<file path="src/rtl/mux_reg_8x8.sv">
// Eight-entry by 8-bit register file with one write port, a gated combinational read port
// and a 64-bit scan chain threaded through all storage bits (chain bit k = 8*entry + bit).
module mux_reg_8x8 (
    input  logic       clk,
    input  logic       reset,
    input  logic [7:0] din,
    input  logic       en_in,
    input  logic [2:0] wr_addr,
    input  logic       en_out,
    input  logic [2:0] rd_addr,
    output logic [7:0] dout,
    input  logic       tc,
    input  logic       td,
    output logic       tq
);

    localparam int unsigned WIDTH = 8;
    localparam int unsigned BITS  = 64;
    localparam int unsigned IW    = 6;

    logic [BITS-1:0] chain_q;
    logic [BITS-1:0] chain_d;
    logic [IW-1:0]   wr_base;
    logic [IW-1:0]   rd_base;

    // Entry e occupies chain bits [8e+7:8e], so the base index is addr*8.
    assign wr_base = {wr_addr, 3'b000};
    assign rd_base = {rd_addr, 3'b000};

    // Scan shift has priority over a functional write.
    always_comb begin
        chain_d = chain_q;
        if (tc) begin
            chain_d = {chain_q[BITS-2:0], td};
        end else if (en_in) begin
            chain_d[wr_base +: WIDTH] = din;
        end
    end

    always_ff @(posedge clk or posedge reset) begin
        if (reset) begin
            chain_q <= '0;
        end else begin
            chain_q <= chain_d;
        end
    end

    // Read and scan-out are purely combinational from storage; no write-through bypass.
    assign dout = en_out ? chain_q[rd_base +: WIDTH] : WIDTH'(0);
    assign tq   = chain_q[BITS-1];

endmodule

</file>
<file path="config.mk">
export PLATFORM = sky130hd
export DESIGN_NAME = mux_reg_8x8
export DESIGN_NICKNAME = d
export VERILOG_FILES = /design/src/rtl/mux_reg_8x8.sv
export SDC_FILE = /design/constraint.sdc
export NUM_CORES = 1
export LEC_CHECK = 0
export BUFFER_PORTS_ARGS = -buffer_cell sky130_fd_sc_hd__buf_2
export CAP_MARGIN = 20
export CORE_ASPECT_RATIO = 0.8
export CORE_MARGIN = 3
export CORE_UTILIZATION = 45
export CTS_CLUSTER_DIAMETER = 30
export DETAILED_ROUTE_END_ITERATION = 10
export GPL_TIMING_DRIVEN = 0
export PLACE_DENSITY = 0.66
export SYNTH_ARGS = -nofsm -noshare
export SYNTH_HDL_FRONTEND = slang
export SYNTH_SLANG_ARGS = --single-unit
</file>
<file path="constraint.sdc">
create_clock -name clk -period 4.2 [get_ports clk]
set_input_delay 0.42 -clock clk [delete_from_list [all_inputs] [get_ports clk]]
set_output_delay 0.42 -clock clk [all_outputs]
set_load 0.05 [all_outputs]
</file>
==> impl_results.md, run 1 <==
- Status: finished clean
- DRT antenna net count: 0
- Die width: between 100 and 150 µm
- CP Launch Type: primary input
- Syn nets: about 330
- Post-CTS Hold Buffers: 0
- Largest net degree at the start of global routing: 34
- Transition time of the tightest slew-check pin: around 0.76 ns
- Number of placed instances with taps included: between 400 and 500
- Most frequent cells in the layout: 64 x mux2_2, 64 x dfrtp_1, 32 x a32o_1
- Tcrit/Tclk final: around 56%
- HPWL after DPL: between 7000 and 8000 µm
- Slowest-stage cell, CP: buf_1
- Clock Latency Late Sink: around 0.35 ns
- Pwr Density: 401 nW/µm²
- Root buffer cell: clkbuf_8
- Mapped cell area: ~3900 µm²
- Pins Over Slew Limit: 0
- Number of global-route vias before repair: ~2800
- P_leak: around 1.9 nW
- Avg WL per Cell: ~23 µm
- Vias: between 2000 and 3000
- Drt initial violations: 228
- Slew Limit Headroom: slightly below 50%
- Netlist cell types: 40
- Largest Register: chain_q
- # fillers: between 700 and 800
- Initial core utilization: about 48%
- CP top delay family: buffers and inverters
- Critical path arrival: ~2.0 ns
- Overflow after GRT: 0
- IO Port Bufs: 15
- Max clock buf depth: 2
- Mean Syn Cell Area: ~13 µm²
- Final Total Pwr: approximately 0.0017 W
- EDFF count, synth: 0
- Largest registers: chain_q: 64 flops
- Final setup TNS: 0 ns
- CTS buffer count: 9
- Placeable Area: 8200 µm²
- Clk sink count: 64
- CTS tree: yes
- Worst hold slack: about 0.18 ns
- Total track usage: a little under a quarter
- IO Count: 29
- CP Cell Sequence: clkbuf_2, buf_1, mux4_2, mux2i_1, nor2_1, buf_2
- Critical path endpoint category: output port
- CP max stage delay: 0.47 ns
- Post-CTS resize count: 0
- RSZ-0062 raised after global routing: no
- Fin. Hold Viols: 0
- Area growth, synth to finish: 11.1%
- Final core utilization: between 50% and 60%
- Maximum Capacitance Violations: 0
- Placer Congestion: about 0.89
- HP Class: in2async
- Row cnt: 29
- Register area share after synthesis: between 40% and 50%
- H-Tree Depth: 3
- Crit path max fanout: 10
- Ant. Diodes: 0
- Synth Flop Type: dfrtp_1
- Die area: slightly below 10000 µm²
- Initial DRT Pass Iterations: 7
- Share of layout cells above drive strength 1: slightly above 40%
- Clock-pin slew on the worst setup and hold paths: about 0.07 ns
- Die H: ~89 µm
- Max FFs per register: 64
- Setup CP Type: in2out
- WP buf/inv: 3
- Synth Register Bits: 64
- Syn Inst Count: between 300 and 400
- Post-CTS Setup Bufs: 0
- Layout Skew: roughly 0.0085 ns
- Post-layout minimum cycle time: between 2 and 2.5 ns
- Ys async rst share: 100%
- Initial antenna violation count: 0
- Maximum VDD drop: about 0.23 mV
- Nets: 358
- Drt via density: 6.54
- DR DRC count: 0
- Achievable Freq: 422 MHz
- Routed WL: 10400 µm
- Setup Viol. Count Final: 0
- Synth Warn #: 0
- First-pass GRT wire length: 16300 µm
- Critical path required time: between 3 and 4 ns
- Non-filler cells, final: between 400 and 500
layout make-up:
type | count | area (µm²) | share of cell area, %
Inverter | 6 | 22.5 | 0.517
Clock inverter | 6 | 67.6 | 1.55
Tap cell | 108 | 135 | 3.10
Timing Repair Buffer | 16 | 95.1 | 2.18
Multi-Input combinational cell | 202 | 2110 | 48.5
Clock buffer | 10 | 138 | 3.16
Sequential cell | 64 | 1600 | 36.8
Buffer | 36 | 181 | 4.17
cell families (layout without fill, tap and decap cells):
logic type / count (synthesis) / in the layout / synth area share (%)
AOI/OAI and AO/OA: 84 / 84 / 18.4
adders and majority gates: 3 / 3 / 0.958
buffers and inverters: 42 / 74 / 5.21
DFF: 64 / 64 / 40.9
muxes: 88 / 88 / 29.6
and+or+nand+nor: 27 / 27 / 4.95
cells in the mapped netlist, types with 2 or more instances:
cell type  instances  area [µm²]
inv_1              5        18.8
o21ai_0           15        75.1
a31oi_1            8        50.1
buf_2              8        40.0
buf_6              3        33.8
clkbuf_2           2        10.0
a41oi_1            8        70.1
nand3_1            2        10.0
mux2i_1            8        80.1
buf_4              3        22.5
mux4_2            16         360
dfrtp_1           64        1600
a32o_1            32         320
nor2_1            11        41.3
ha_1               3        37.5
nor2b_1            2        12.5
a2bb2oi_1         14         123
mux2_2            64         721
clkbuf_1           8        30.0
buf_1             12        45.0
stage by stage:
| step | worst slack [ns] | cell area [µm²] |
|---|---|---|
| floorplan | 1.88 | 3920 |
| global placement | 1.31 | 4130 |
| detailed placement | 1.63 | 4150 |
| CTS | 1.82 | 4350 |
| global route | 1.71 | 4350 |
| finish | 1.83 | 4350 |
path summary, 6_finish.rpt:
path / startpoint / to / slack, ns / depth (start not counted)
worst max-delay path: rd_addr[1] / dout[6] / 1.83 / 6
worst min-delay path: reset / chain_q[52]$_DFFE_PP0P_ / 0.18 / 2
worst max register to register: chain_q[15]$_DFFE_PP0P_ / chain_q[16]$_DFFE_PP0P_ / 3.13 / 2
max in group asynchronous: reset / chain_q[34]$_DFFE_PP0P_ / 3.39 / 3
worst min register to register: chain_q[26]$_DFFE_PP0P_ / chain_q[26]$_DFFE_PP0P_ / 0.55 / 1
min in group clk: td / chain_q[0]$_DFFE_PP0P_ / 0.33 / 2
report_power, final:
part	total [W]	switching, W	internal (W)
Clock	0.000552	0.000260	0.000292
Combinational	0.000406	0.000203	0.000203
Sequential	0.000789	0.0000868	0.000703
routing by layer:
| metal | vias up | routed length, µm | track usage (%) |
|---|---|---|---|
| met1 | 1517 | 5040 | 36.1 |
| li1 | 1280 | - | - |
| met4 | 0 | 134 | 6.04 |
| met5 | - | 0 | 0 |
| met3 | 13 | 878 | 5.20 |
| met2 | 122 | 4310 | 31.3 |
Note: power is estimated with default switching activity, not from simulation.
==> run 2: changes to the inputs <==
--- a/config.mk
+++ b/config.mk
@@ -13,7 +13,7 @@
 export CTS_CLUSTER_DIAMETER = 30
 export DETAILED_ROUTE_END_ITERATION = 10
 export GPL_TIMING_DRIVEN = 0
-export PLACE_DENSITY = 0.66
+export PLACE_DENSITY = 0.68
 export SYNTH_ARGS = -nofsm -noshare
 export SYNTH_HDL_FRONTEND = slang
 export SYNTH_SLANG_ARGS = --single-unit
==> constraint.sdc (replaced) <==
create_clock -name clk -period 1.9 [get_ports clk]
set_input_delay 0.19 -clock clk [delete_from_list [all_inputs] [get_ports clk]]
set_output_delay 0.19 -clock clk [all_outputs]
set_load 0.05 [all_outputs]
==> impl_results.md, run 2 (synthesis results as in run 1) <==
- Status: finished with violations
- Failing checks: setup timing
- Share of layout cells above drive strength 1: 44.3% (+2.8 points)
- Final core utilization: 55.9% (+2.8 points)
- Transition time of the tightest slew-check pin: 0.729 ns (-0.0305 ns)
- Initial antenna violation count: 0 (unchanged)
- HP Class: in2reg
- Critical path endpoint category: output port
- CP top delay family: multiplexers
- Critical path arrival: 1.75 ns (-0.20 ns)
- Slowest-stage cell, CP: mux4_2
- CTS buffer count: 9 (unchanged)
- Maximum Capacitance Violations: 0 (unchanged)
- Max clock buf depth: 2 (unchanged)
- Ant. Diodes: 0 (unchanged)
- Layout Skew: 0.00693 ns (-0.00158 ns)
- IO Count: 29 (unchanged)
- Hold path start: td
- Crit path max fanout: 3 (-7)
- CP Launch Type: register
- Setup CP Type: reg2out
- First-pass GRT wire length: 16300 µm (+0.17%)
- Root buffer cell: clkbuf_8
- IO Port Bufs: 15 (unchanged)
- Maximum VDD drop: 0.745 mV (+220%)
- CP max stage delay: 0.49 ns (+0.02 ns)
- Post-layout minimum cycle time: a little under 2 ns
- P_leak: 1.96 nW (+4.7%)
- Most frequent cells in the layout: 64 x mux2_2, 64 x dfrtp_1, 32 x a32o_1
- H-Tree Depth: 3 (unchanged)
- CP Cell Sequence: mux4_2, mux2i_2, nor2_1, buf_6
- Overflow after GRT: 0 (unchanged)
- Number of global-route vias before repair: 2797 (+0.11%)
- DR DRC count: 0 (unchanged)
- Clk sink count: 64 (unchanged)
- CTS tree: yes
- Achievable Freq: a little over 500 MHz
- Worst r2r src: chain_q[61]$_DFFE_PP0P_
- Largest net degree at the start of global routing: 42 (+24%)
- Initial DRT Pass Iterations: 5 (-2)
- Largest registers: chain_q: 64 flops
- Setup Viol. Count Final: 2 (+2)
- Max FFs per register: 64 (unchanged)
- Initial core utilization: 47.8% (unchanged)
- Vias: 2976 (+1.5%)
- Area growth, synth to finish: 17.0%
- Largest Register: chain_q
- Fin. Hold Viols: 0 (unchanged)
- Tcrit/Tclk final: 102%
- Non-filler cells, final: 458 (+2.2%)
- Clock-pin slew on the worst setup and hold paths: 0.07 ns (about the same)
- WP buf/inv: 1 (-2)
- Placer Congestion: 0.862 (-3.4%)
- Total track usage: 23.2% (+0.32 points)
- Routed WL: 10600 µm (+1.9%)
- HPWL after DPL: 7280 µm (-0.77%)
- Number of placed instances with taps included: 432 (unchanged)
- Setup ws final: -0.0363 ns (-1.87 ns)
- Die area: 9870 µm² (unchanged)
- DRT antenna net count: 0 (unchanged)
- Clock Latency Late Sink: 0.36 ns (about the same)
- Pins Over Slew Limit: 0 (unchanged)
- Drt initial violations: 216 (-5.3%)
- Die width: 110 µm (unchanged)
- Placeable Area: 8200 µm² (unchanged)
- Slew Limit Headroom: 51.3% (+2.0 points)
- Avg WL per Cell: 23.1 µm (-0.29%)
- Drt via density: 6.50 (-0.72%)
- Critical path required time: 1.71 ns (-2.07 ns)
- RSZ-0062 raised after global routing: yes
- Die H: 89.5 µm (unchanged)
- Row cnt: 29 (unchanged)
- Final Total Pwr: 0.00431 W (+150%)
- Setup crit start: chain_q[6]$_DFFE_PP0P_
- Nets: 368 (+2.8%)
- Pwr Density: 940 nW/µm² (+130%)
-- run 2: final timing paths --
kind | endpoint | slack, ns | depth (start not counted)
max reg2reg | chain_q[62]$_DFFE_PP0P_ | 0.66 | 4
min in group asynchronous | chain_q[51]$_DFFE_PP0P_ | 0.41 | 3
min | chain_q[0]$_DFFE_PP0P_ | 0.10 | 2
max | dout[6] | -0.04 | 4
max in group asynchronous | chain_q[34]$_DFFE_PP0P_ | 0.87 | 4
min reg2reg | chain_q[29]$_DFFE_PP0P_ | 0.55 | 1
-- run 2: worst register-to-register path: cells and delay by family (launching register included) --
kind                   cells  cell delay [ns]
buffers and inverters      2             0.28
multiplexers               1             0.25
AO/OA/AOI/OAI              1             0.19
flip-flops                 1             0.42
-- run 2: power breakdown --
part | internal, W | switching, W
combinational | 0.000509 | 0.000472
clock | 0.00101 | 0.000580
sequential | 0.00155 | 0.000188
-- run 2: timing repair --
action                                  4_1_cts  5_1_grt
gates resized for setup                      10       11
pin swaps                                     0        4
buffers inserted                              3        6
endpoints found under the setup margin        8       23
hold buffers                                  1        0
endpoints found under the hold margin        23        0
cloned                                        0        0
-- run 2: layout make-up --
type                            instances  area (µm²)
Fill cell                             708        3620
Multi-Input combinational cell        202        2140
Sequential cell                        64        1600
Timing Repair Buffer                   26         223
Buffer                                 36         193
Clock inverter                          7         144
Tap cell                              108         135
Clock buffer                            9         124
Inverter                                6        22.5
-- run 2: routing by layer --
metal  GRT usage [%]  vias to the layer above  wire length, µm
li1                -                     1304                -
met5               0                        -                0
met3            6.57                        4             1030
met1            36.9                     1534             5000
met4            5.48                        0               73
met2            30.7                      134             4470
-- run 2: stage by stage --
step / hold WS [ns] / area (µm²) / setup WS, ns / setup TNS, ns
floorplan: 0.349 / 3940 / 0.00781 / 0
global placement: 0.442 / 4150 / -0.735 / -55.34
detailed placement: 0.256 / 4170 / -0.357 / -10.10
CTS: 0.0918 / 4500 / 0.000119 / 0
global route: 0.0791 / 4580 / -0.100 / -0.354
finish: 0.103 / 4580 / -0.0363 / -0.0413
==> run 3: changes to the inputs <==
==> constraint.sdc (replaced) <==
create_clock -name clk -period 1.6 [get_ports clk]
set_input_delay 0.08 -clock clk [delete_from_list [all_inputs] [get_ports clk]]
set_output_delay 0.08 -clock clk [all_outputs]
set_load 0.05 [all_outputs]
==> impl_results.md, run 3 (synthesis results as in run 1) <==
- Hold path start: din[7]
- Drt initial violations: 250 (+16%)
- Initial core utilization: 47.8% (unchanged)
- Avg WL per Cell: 23.3 µm (+1.1%)
- Area growth, synth to finish: 21.4%
- H-Tree Depth: 3 (unchanged)
- Largest Register: chain_q
- Maximum Capacitance Violations: 0 (unchanged)
- CP top delay family: multiplexers
- Met1 usage: 37.1% (+0.23 points)
- Root buffer cell: clkbuf_8
- Fin. Hold Viols: 0 (unchanged)
- Transition time of the tightest slew-check pin: 0.737 ns (+0.00728 ns)
- Largest registers: chain_q: 64 flops
- Clk sink count: 64 (unchanged)
- Status: finished with violations
- Commonest non-fill, non-tap cell in the layout: dfrtp_1
- Die H: 89.5 µm (unchanged)
- DR DRC count: 0 (unchanged)
- Worst r2r src: chain_q[9]$_DFFE_PP0P_
- # fillers: 690 (-2.5%)
- WP buf/inv: 1 (unchanged)
- Initial antenna violation count: 0 (unchanged)
- Clock Power Share: 27.1% (-9.7 points)
- Final core utilization: 58.0% (+2.1 points)
- Slowest-stage cell, CP: mux4_2
- Nets: 384 (+4.3%)
- Largest net degree at the start of global routing: 41 (-2.4%)
- Total track usage: 24.4% (+1.2 points)
- CP max stage delay: 0.52 ns (+0.03 ns)
- CTS tree: yes
- Vias: 3055 (+2.7%)
- Most frequent cells in the layout: 64 x dfrtp_1, 61 x mux2_2, 32 x a32o_1
- Failing checks: setup timing
- Clock-pin slew on the worst setup and hold paths: 0.07 ns (about the same)
- IO Count: 29 (unchanged)
- Max clock buf depth: 2 (unchanged)
- Int Power: 0.00319 W (+3.9%)
- Drt via density: 6.46 (-0.60%)
- HPWL after DPL: 7530 µm (+3.4%)
- Pwr Density: 980 nW/µm² (+4.2%)
- Achievable Freq: around 560 MHz
- Tcrit/Tclk final: 111%
- Seq pwr share: 44.2% (+3.8 points)
- Setup crit start: chain_q[11]$_DFFE_PP0P_
- DRT antenna net count: 0 (unchanged)
- Clock Latency Late Sink: 0.35 ns (about the same)
- Crit path max fanout: 3 (unchanged)
- Sw frac: 31.6% (+2.8 points)
- Die area: 9870 µm² (unchanged)
- Layout Skew: 0.00950 ns (+0.00257 ns)
- Slew Limit Headroom: 50.8% (-0.49 points)
- GR Util met3: 7.36% (+0.79 points)
- Share of layout cells above drive strength 1: 49.3% (+5.0 points)
- Number of global-route vias before repair: 3058 (+9.3%)
- Critical path endpoint category: output port
- Maximum VDD drop: 0.567 mV (-24%)
- Post-layout minimum cycle time: 1.78 ns
- Critical path required time: 1.52 ns (-0.19 ns)
- Critical path arrival: 1.70 ns (-0.05 ns)
- Routed WL: 11000 µm (+4.4%)
- Comb pwr share: 28.6% (+5.8 points)
- Pins Over Slew Limit: 0 (unchanged)
- First-pass GRT wire length: 17400 µm (+6.8%)
- Initial DRT Pass Iterations: 5 (unchanged)
- CP Cell Sequence: mux4_2, mux2i_1, nor2_2, buf_6
- Worst hold slack: 0.276 ns (+0.173 ns)
- Placer Congestion: 0.847 (-1.7%)
- Ant. Diodes: 0 (unchanged)
- Placeable Area: 8200 µm² (unchanged)
- Row cnt: 29 (unchanged)
- CP Launch Type: register
- HP Class: in2reg
- Overflow after GRT: 0 (unchanged)
- CTS buffer count: 9 (unchanged)
- P_leak: 2.03 nW (+3.5%)
- GR peak layer: met1
- Setup CP Type: reg2out
- Setup Viol. Count Final: 8 (+6)
- RSZ-0062 raised after global routing: yes
- IO Port Bufs: 15 (unchanged)
- M2 GR Usage: 33.9% (+3.1 points)
- Max FFs per register: 64 (unchanged)
- Psw: 0.00147 W (+19%)
- Die width: 110 µm (unchanged)
- Setup ws final: -0.175 ns (-0.139 ns)
-- run 3: worst reg2reg max path: stages, from the launching register on --
cell     delay (ns)
dfrtp_1        0.40
buf_4          0.14
buf_4          0.12
a32o_1         0.20
mux2_2         0.25
-- run 3: layout make-up --
type	instances	area [µm²]	area share, %
plain buffers	36	228	4.79
clock buffers	12	155	3.26
clock inverters	3	17.5	0.368
inverters	6	28.8	0.605
multi-input cells	202	2210	46.4
flip-flops and latches	64	1600	33.7
well taps	108	135	2.84
repair buffers	42	383	8.05
-- run 3: worst paths after layout --
path | endpoint | slack [ns] | depth (start not counted)
worst max-delay path | dout[3] | -0.18 | 4
worst min-delay path | chain_q[39]$_DFFE_PP0P_ | 0.28 | 3
worst min register to register | chain_q[27]$_DFFE_PP0P_ | 0.54 | 1
min in group asynchronous | chain_q[19]$_DFFE_PP0P_ | 0.34 | 3
max in group asynchronous | chain_q[6]$_DFFE_PP0P_ | 0.67 | 4
worst max register to register | chain_q[10]$_DFFE_PP0P_ | 0.37 | 4
-- run 3: repair_timing --
item                                    CTS  global route
resized for setup                        20             4
pin swaps                                 3             5
endpoints found under the setup margin   31            39
buffers inserted                         20             4
hold buffers                              2             0
gates cloned                              0             0
endpoints found under the hold margin    25             0
-- run 3: per-stage QoR --
| step | std cells | setup slack, ns | power [W] | TNS (ns) | area (µm²) |
|---|---|---|---|---|---|
| global placement | 431 | -0.453 | 0.00317 | -17.34 | 4240 |
| floorplan | 308 | -0.125 | 0.00289 | -3.58 | 4030 |
| global route | 473 | -0.215 | 0.00488 | -1.59 | 4750 |
| finish | 473 | -0.175 | 0.00466 | -1.30 | 4750 |
| detailed placement | 432 | -0.476 | 0.00321 | -19.53 | 4260 |
| CTS | 469 | -0.195 | 0.00463 | -1.27 | 4700 |
-- run 3: layer usage --
layer,vias to the layer above,routed length (µm),share of wire [%]
met5,-,0,0
met1,1543,4950,45
li1,1332,-,-
met3,12,1220,11
met4,0,136,1.2
met2,168,4730,43
-- run 3: power groups by stage --
| stage | registers (W) | clock network [W] | logic, W |
|---|---|---|---|
| floorplan | 0.00199 | 0 | 0.000905 |
| global placement | 0.00209 | 0 | 0.00108 |
| detailed placement | 0.00209 | 0 | 0.00112 |
| CTS | 0.00204 | 0.00129 | 0.00129 |
| global route | 0.00208 | 0.00136 | 0.00144 |
| finish | 0.00206 | 0.00126 | 0.00133 |
